## config.mk

```make
export PLATFORM = sky130hd
export DESIGN_NAME = adc_fifo_reader
export DESIGN_NICKNAME = d
export VERILOG_FILES = /design/src/rtl/adc_readout_pkg.sv /design/src/rtl/axis_skid_buffer.sv /design/src/rtl/adc_fifo_reader.sv
export SDC_FILE = /design/constraint.sdc
export NUM_CORES = 1
export LEC_CHECK = 0
export ABC_AREA = 1
export CAP_MARGIN = 5
export CORE_UTILIZATION = 45
export CTS_CLUSTER_DIAMETER = 30
export DETAILED_ROUTE_END_ITERATION = 7
export PLACE_DENSITY = 0.83
export SLEW_MARGIN = 30
export SYNTH_ARGS = -nofsm -noshare
export SYNTH_HDL_FRONTEND = slang
export SYNTH_SLANG_ARGS = --single-unit
```

## constraint.sdc

```tcl
create_clock -name clk -period 2.8 [get_ports clk]
set_input_delay 0.42 -clock clk [delete_from_list [all_inputs] [get_ports clk]]
set_output_delay 0.42 -clock clk [all_outputs]
set_load 0.1 [all_outputs]
```

## src/rtl/adc_readout_pkg.sv

```systemverilog
// rtl/adc_readout_pkg.sv - shared state type, framing constants and header builder
package adc_readout_pkg;

    typedef enum logic [1:0] {
        IDLE   = 2'd0,
        HEADER = 2'd1,
        DATA   = 2'd2,
        TERM   = 2'd3
    } rd_state_e;

    localparam logic [3:0]  HEADER_MAGIC = 4'hA;
    localparam logic [63:0] TERM_WORD    = '1;

    // Magic nibble in the top four bits of a data_width word, event number in the low bits.
    function automatic logic [63:0] build_header(input logic [31:0] id, input int data_width);
        return (64'(HEADER_MAGIC) << (data_width - 4)) | 64'(id);
    endfunction

endpackage

```

## src/rtl/axis_skid_buffer.sv

```systemverilog
// rtl/axis_skid_buffer.sv - 2-entry output buffer holding stream words stable until accepted
module axis_skid_buffer
#(
    parameter int DATA_WIDTH = 32
) (
    input  logic                  clk,
    input  logic                  rst,
    input  logic [DATA_WIDTH-1:0] s_axis_tdata,
    input  logic                  s_axis_tvalid,
    input  logic                  s_axis_tlast,
    input  logic                  s_axis_tuser,
    output logic [1:0]            count,
    output logic [DATA_WIDTH-1:0] m_axis_tdata,
    output logic                  m_axis_tvalid,
    input  logic                  m_axis_tready,
    output logic                  m_axis_tlast,
    output logic                  m_axis_tuser
);

    logic [DATA_WIDTH+1:0] mem [2];
    logic                  wptr, rptr;
    logic                  pop;

    assign pop           = m_axis_tvalid && m_axis_tready;
    assign m_axis_tvalid = (count != 2'd0);
    assign {m_axis_tuser, m_axis_tlast, m_axis_tdata} = mem[rptr];

    // The writer never pushes into a full buffer, so the head entry is untouched until popped.
    always_ff @(posedge clk) begin
        if (rst) begin
            mem[0] <= '0;
            mem[1] <= '0;
            wptr   <= 1'b0;
            rptr   <= 1'b0;
            count  <= 2'd0;
        end else begin
            if (s_axis_tvalid) begin
                mem[wptr] <= {s_axis_tuser, s_axis_tlast, s_axis_tdata};
                wptr      <= ~wptr;
            end
            if (pop) begin
                rptr <= ~rptr;
            end
            count <= count + {1'b0, s_axis_tvalid} - {1'b0, pop};
        end
    end

endmodule

```

## src/rtl/adc_fifo_reader.sv

```systemverilog
// rtl/adc_fifo_reader.sv - frames ADC FIFO samples into header + NUM_DATA word AXI-Stream packets
// Define READOUT_TIMEOUT_EN for the stall timeout that closes a short packet with a terminator word.
module adc_fifo_reader
    import adc_readout_pkg::*;
#(
    parameter int NUM_DATA       = 1280,
    parameter int DATA_WIDTH     = 32,
    parameter int EVENT_ID_WIDTH = 16,
    parameter int TIMEOUT_CYCLES = 4096
) (
    input  logic                      clk,
    input  logic                      rst,
    input  logic [DATA_WIDTH-1:0]     fifo_dout,
    input  logic                      fifo_empty,
    output logic                      fifo_rd_en,
    input  logic [EVENT_ID_WIDTH-1:0] event_id,
    output logic [DATA_WIDTH-1:0]     m_axis_tdata,
    output logic                      m_axis_tvalid,
    input  logic                      m_axis_tready,
    output logic                      m_axis_tlast,
    output logic                      m_axis_tuser,
    output logic                      busy,
    output logic [EVENT_ID_WIDTH-1:0] events_sent,
    output logic                      timeout_err
);

    localparam int               CNT_W    = $clog2(NUM_DATA + 1);
    localparam logic [CNT_W-1:0] LAST_IDX = CNT_W'(NUM_DATA - 1);
    localparam logic [CNT_W-1:0] N_WORDS  = CNT_W'(NUM_DATA);

    rd_state_e             state, state_nxt;
    logic [CNT_W-1:0]      rd_cnt, sample_cnt;
    logic                  rd_pending, rd_pending_last;
    logic [1:0]            buf_count;
    logic [2:0]            occ_next;
    logic                  beat, event_done;
    logic                  push, push_last, push_user;
    logic [DATA_WIDTH-1:0] push_data;
    logic                  stall_limit;

    assign beat     = m_axis_tvalid && m_axis_tready;
    assign busy     = (state != IDLE);
    // Occupancy after this edge; counting the pop lets reads stream at one word per cycle.
    assign occ_next = {1'b0, buf_count} + {2'b0, rd_pending} - {2'b0, beat};

    axis_skid_buffer #(.DATA_WIDTH(DATA_WIDTH)) u_skid (
        .clk           (clk),
        .rst           (rst),
        .s_axis_tdata  (push_data),
        .s_axis_tvalid (push),
        .s_axis_tlast  (push_last),
        .s_axis_tuser  (push_user),
        .count         (buf_count),
        .m_axis_tdata  (m_axis_tdata),
        .m_axis_tvalid (m_axis_tvalid),
        .m_axis_tready (m_axis_tready),
        .m_axis_tlast  (m_axis_tlast),
        .m_axis_tuser  (m_axis_tuser)
    );

`ifdef READOUT_TIMEOUT_EN
    localparam int STALL_W = $clog2(TIMEOUT_CYCLES + 1);

    logic [STALL_W-1:0] stall_cnt;
    logic               stall;

    assign stall       = (state == DATA) && (buf_count == 2'd0) && !rd_pending && fifo_empty;
    assign stall_limit = stall && (stall_cnt == STALL_W'(TIMEOUT_CYCLES - 1));

    always_ff @(posedge clk) begin
        if (rst) begin
            stall_cnt   <= '0;
            timeout_err <= 1'b0;
        end else begin
            if (state != DATA || fifo_rd_en) begin
                stall_cnt <= '0;
            end else if (stall) begin
                stall_cnt <= stall_cnt + STALL_W'(1);
            end
            if (state == TERM && beat) begin
                timeout_err <= 1'b1;
            end
        end
    end
`else
    assign stall_limit = 1'b0;
    assign timeout_err = 1'b0;
`endif

    always_comb begin
        state_nxt  = state;
        push       = 1'b0;
        push_data  = fifo_dout;
        push_last  = rd_pending_last;
        push_user  = 1'b0;
        fifo_rd_en = 1'b0;
        event_done = 1'b0;
        case (state)
            IDLE: begin
                // The header is captured into the buffer here, which latches event_id.
                if (!fifo_empty) begin
                    push      = 1'b1;
                    push_data = DATA_WIDTH'(build_header(32'(event_id), DATA_WIDTH));
                    push_last = 1'b0;
                    state_nxt = HEADER;
                end
            end
            HEADER: begin
                if (beat) begin
                    state_nxt = DATA;
                end
            end
            DATA: begin
                push       = rd_pending;
                fifo_rd_en = !fifo_empty && (occ_next < 3'd2) && (rd_cnt < N_WORDS);
                if (beat && sample_cnt == LAST_IDX) begin
                    event_done = 1'b1;
                    state_nxt  = IDLE;
                end else if (stall_limit) begin
                    push      = 1'b1;
                    push_data = DATA_WIDTH'(TERM_WORD);
                    push_last = 1'b1;
                    push_user = 1'b1;
                    state_nxt = TERM;
                end
            end
`ifdef READOUT_TIMEOUT_EN
            TERM: begin
                if (beat) begin
                    event_done = 1'b1;
                    state_nxt  = IDLE;
                end
            end
`endif
            default: state_nxt = IDLE;
        endcase
    end

    always_ff @(posedge clk) begin
        if (rst) begin
            state           <= IDLE;
            rd_cnt          <= '0;
            sample_cnt      <= '0;
            rd_pending      <= 1'b0;
            rd_pending_last <= 1'b0;
            events_sent     <= '0;
        end else begin
            state           <= state_nxt;
            rd_pending      <= fifo_rd_en;
            rd_pending_last <= fifo_rd_en && (rd_cnt == LAST_IDX);
            if (state == IDLE) begin
                rd_cnt     <= '0;
                sample_cnt <= '0;
            end else begin
                if (fifo_rd_en) begin
                    rd_cnt <= rd_cnt + CNT_W'(1);
                end
                if (state == DATA && beat) begin
                    sample_cnt <= sample_cnt + CNT_W'(1);
                end
            end
            if (event_done) begin
                events_sent <= events_sent + EVENT_ID_WIDTH'(1);
            end
        end
    end

endmodule
```

==> impl_metrics.env <==
export IMPL_synth_ff_type="edfxtp_1"
export IMPL_drt_iter0_drc=202
export IMPL_crit_slowest_cell="fa_1"
export IMPL_crit_type="flop to output pin"
export IMPL_dp_slack_ns=-0.102
export IMPL_critPathTopFamily="simple AND/OR/NAND/NOR gates"
export IMPL_period_share_pct=96.1
export IMPL_synthTopCellsByCount="nand2_1, nor2_1, edfxtp_1"
export IMPL_max_freq_ghz=0.372
export IMPL_die_y_um=113
export IMPL_pin_count=106
export IMPL_min_path_type="flop to flop"
export IMPL_peakVddDrop_v=0.000485
export IMPL_hpwl_um=8470
export IMPL_p_sw_mw=1.96
export IMPL_holdBufCountCts=0
export IMPL_clock_sinks=113
export IMPL_path_clk_slew_ns=0.05
export IMPL_synth_area_per_cell_um2=9.36
export IMPL_diodes=0
export IMPL_area_delta_synth_final_pct=37.2
export IMPL_r2r_end="rd_cnt[10]"
export IMPL_wl_per_cell_um=13.8
export IMPL_power_density_nw_per_um2=756
export IMPL_async_reset_ff_share_pct=0
export IMPL_final_hold_violation_count=0
export IMPL_cts_tree="done"
export IMPL_row_count=40
export IMPL_slowest_delay_ns=0.48
export IMPL_netlist_instances=595
export IMPL_grt_max_degree=35
export IMPL_path_cells="nor2_4, nor2_4, nand2_2, o21ai_2, nand2_1, fa_1, nand3_1, nor2_1, nand2_1, inv_2, buf_12"
export IMPL_die_area_um2=12800
export IMPL_grt_pass1_vias=4422
export IMPL_synth_seq_cells=113
export IMPL_ys_seq_area_share_pct=52.5
export IMPL_place_congestion=0.863
export IMPL_cp_arrival_ns=2.27
export IMPL_routed_via_density=5.02
export IMPL_track_usage_pct=19.9
export IMPL_crit_path_end_kind="output pin"
export IMPL_placed_cells=859
export IMPL_clockBufferDepth=2
export IMPL_htree_levels=4
export IMPL_r2r_slack_ns=0.50
export IMPL_clkPwrFrac_pct=33.9
export IMPL_ys_top_cells_by_area="edfxtp_1, dfxtp_1, nand2_1"
export IMPL_worstHoldStart="u_skid.rptr"
export IMPL_finalPower_mw=5.78
export IMPL_clock_skew_final_ns=0.0149
export IMPL_antenna_found_initial=0
export IMPL_overflow=0
export IMPL_clock_root_buffer="clkbuf_16"
export IMPL_worstHoldPathCells=1
export IMPL_cp_required_ns=2.38
export IMPL_maxCapViolCount=0
export IMPL_clk_latency_ns=0.41
export IMPL_power_leakage_nw=3.01
export IMPL_nets=769
export IMPL_report_final_slew_viol_count=0
export IMPL_holdWs_ns=0.454
export IMPL_switching_share_pct=33.8
export IMPL_wl_um=12300
export IMPL_fin_cells=891
export IMPL_synth_top_area_share_pct=35.6
export IMPL_core_um2=12100
export IMPL_n_fill_cell=960
export IMPL_numCtsBuffers=17
export IMPL_status="complete, no violations"
export IMPL_synth_edf_count=66
export IMPL_crit_path_max_fanout=4
export IMPL_ff2ff_path_depth=14
export IMPL_hold_end="u_skid.rptr"
export IMPL_vias=4469
export IMPL_intPower_mw=3.82
export IMPL_worst_slack_ns=0.110
export IMPL_drive_gt1_share_pct=21.3
export IMPL_port_buffers=103
export IMPL_power_frac_comb_pct=32.9
export IMPL_yosysMostFrequentCell="nand2_1"
export IMPL_synth_top_area_cell="edfxtp_1"
export IMPL_sequentialPowerShare_pct=33.2
export IMPL_initial_utilization_pct=46.2
export IMPL_drtAntennaViolNets=0
export IMPL_grt_pass1_wl_um=20100
export IMPL_path_buf_inv=2
export IMPL_cp_start_kind="flop"
export IMPL_firstDrtPassIters=4
export IMPL_drc=0
export IMPL_synth_cell_types=36
export IMPL_timing_rr_start="u_skid.count[1]"
export IMPL_fin_crit_ns=2.69
export IMPL_ys_warn_count=0
export IMPL_syn_cell_area_um2=5570
export IMPL_die_w_um=113
export IMPL_setup_viol=0
## power by group through the flow
| stage | Combinational (mW) | Sequential, mW | Clock, mW |
|---|---|---|---|
| detailed placement | 1.90 | 1.95 | 0 |
| CTS | 1.91 | 1.92 | 1.99 |
| finish | 1.90 | 1.92 | 1.96 |
| global route | 1.98 | 1.93 | 2.07 |
| floorplan | 1.25 | 1.94 | 0 |
| global placement | 1.88 | 1.94 | 0 |
## final cells by class
type                            instances  area [um2]  share of cell area (%)
Clock inverter                         11        96.3                    1.26
Tap cell                              168         210                    2.75
Sequential cell                       113        2920                    38.2
Multi-Input combinational cell        398        2300                    30.1
Inverter                               62         233                    3.04
Clock buffer                           20         437                    5.71
Timing Repair Buffer                  119        1450                    18.9
## stage by stage
| stage | area (um2) | TNS, ns | util (%) |
|---|---|---|---|
| finish | 7640 | 0 | 63.4 |
| global route | 7640 | -0.00427 | 63.4 |
| CTS | 7640 | 0 | 63.3 |
| detailed placement | 7090 | -0.102 | 58.8 |
| global placement | 7090 | -0.00761 | 58.8 |
| floorplan | 5570 | 0 | - |
## routing by layer
metal  global-route usage [%]  vias to the layer above  part of all wire [%]
met5                        0                        -                     0
met4                     7.37                        0                  0.93
met3                     4.50                       12                   6.0
met2                     35.6                      154                    52
met1                     23.3                     2090                    42
li1                         -                     2213                     -
## cell usage in the layout (no fill, tap or decap), types with 2 or more instances in the layout
master,Yosys,layout
a21oi_1,34,34
a21oi_2,2,2
and3_1,3,3
buf_12,0,34
buf_4,2,34
bufinv_16,0,2
clkbuf_1,4,3
clkbuf_16,0,17
clkdlybuf4s50_1,0,50
clkinv_1,0,7
clkinv_2,0,2
conb_1,1,2
dfxtp_1,47,46
edfxtp_1,66,66
ha_1,5,5
inv_1,59,57
inv_2,3,5
mux2_2,33,33
mux2i_1,16,16
nand2_1,107,106
nand2_2,1,2
nand2_4,2,2
nand3_1,24,24
nand4_1,7,7
nor2_1,88,87
nor2_4,5,6
nor3_1,22,22
nor3_2,11,11
o21ai_0,13,12
o21bai_1,2,2
xnor2_1,5,5
xor2_1,9,9
## worst max-delay path by stage
| stage | slack [ns] | to | cells after the start | start |
|---|---|---|---|---|
| 2_1_floorplan | 0.21 | fifo_rd_en | 11 | u_skid.count[1] |
| 3_3_place_gp | -0.008 | fifo_rd_en | 12 | m_axis_tready |
| 3_5_place_dp | -0.10 | fifo_rd_en | 12 | m_axis_tready |
| 4_1_cts | 0.004 | fifo_rd_en | 11 | u_skid.count[1] |
| 5_1_grt | -0.004 | fifo_rd_en | 11 | u_skid.count[1] |
| 6_report | 0.11 | fifo_rd_en | 11 | u_skid.count[1] |
## sequential cells by signal (all words and copies together), names as in the netlist, named ones only
| register | flops |
|---|---|
| rd_cnt | 11 |
| rd_pending_last | 1 |
| u_skid.mem | 66 |
| sample_cnt | 11 |
| events_sent | 16 |
| rd_pending | 1 |
| state | 2 |
| u_skid.count | 2 |
| u_skid.wptr | 1 |
| u_skid.rptr | 1 |
## repair_timing
| item | 4_1_cts | 5_1_grt |
|---|---|---|
| setup buffers | 1 | 0 |
| pin swaps | 2 | 1 |
| endpoints found under the setup margin | 1 | 1 |
| resized for setup | 7 | 2 |
## cell families after synthesis
| kind of cell | count (synthesis) | share of synthesized area, % |
|---|---|---|
| simple gates | 274 | 22.4 |
| flops | 113 | 52.5 |
| buf+inv | 85 | 6.56 |
| compound gates | 53 | 5.23 |
| mux | 49 | 9.55 |
| xor+xnor | 14 | 2.20 |
| fa+ha+maj | 6 | 1.48 |
| other cells | 1 | 0.0673 |
No activity file was read; power rests on OpenSTA's default activity.
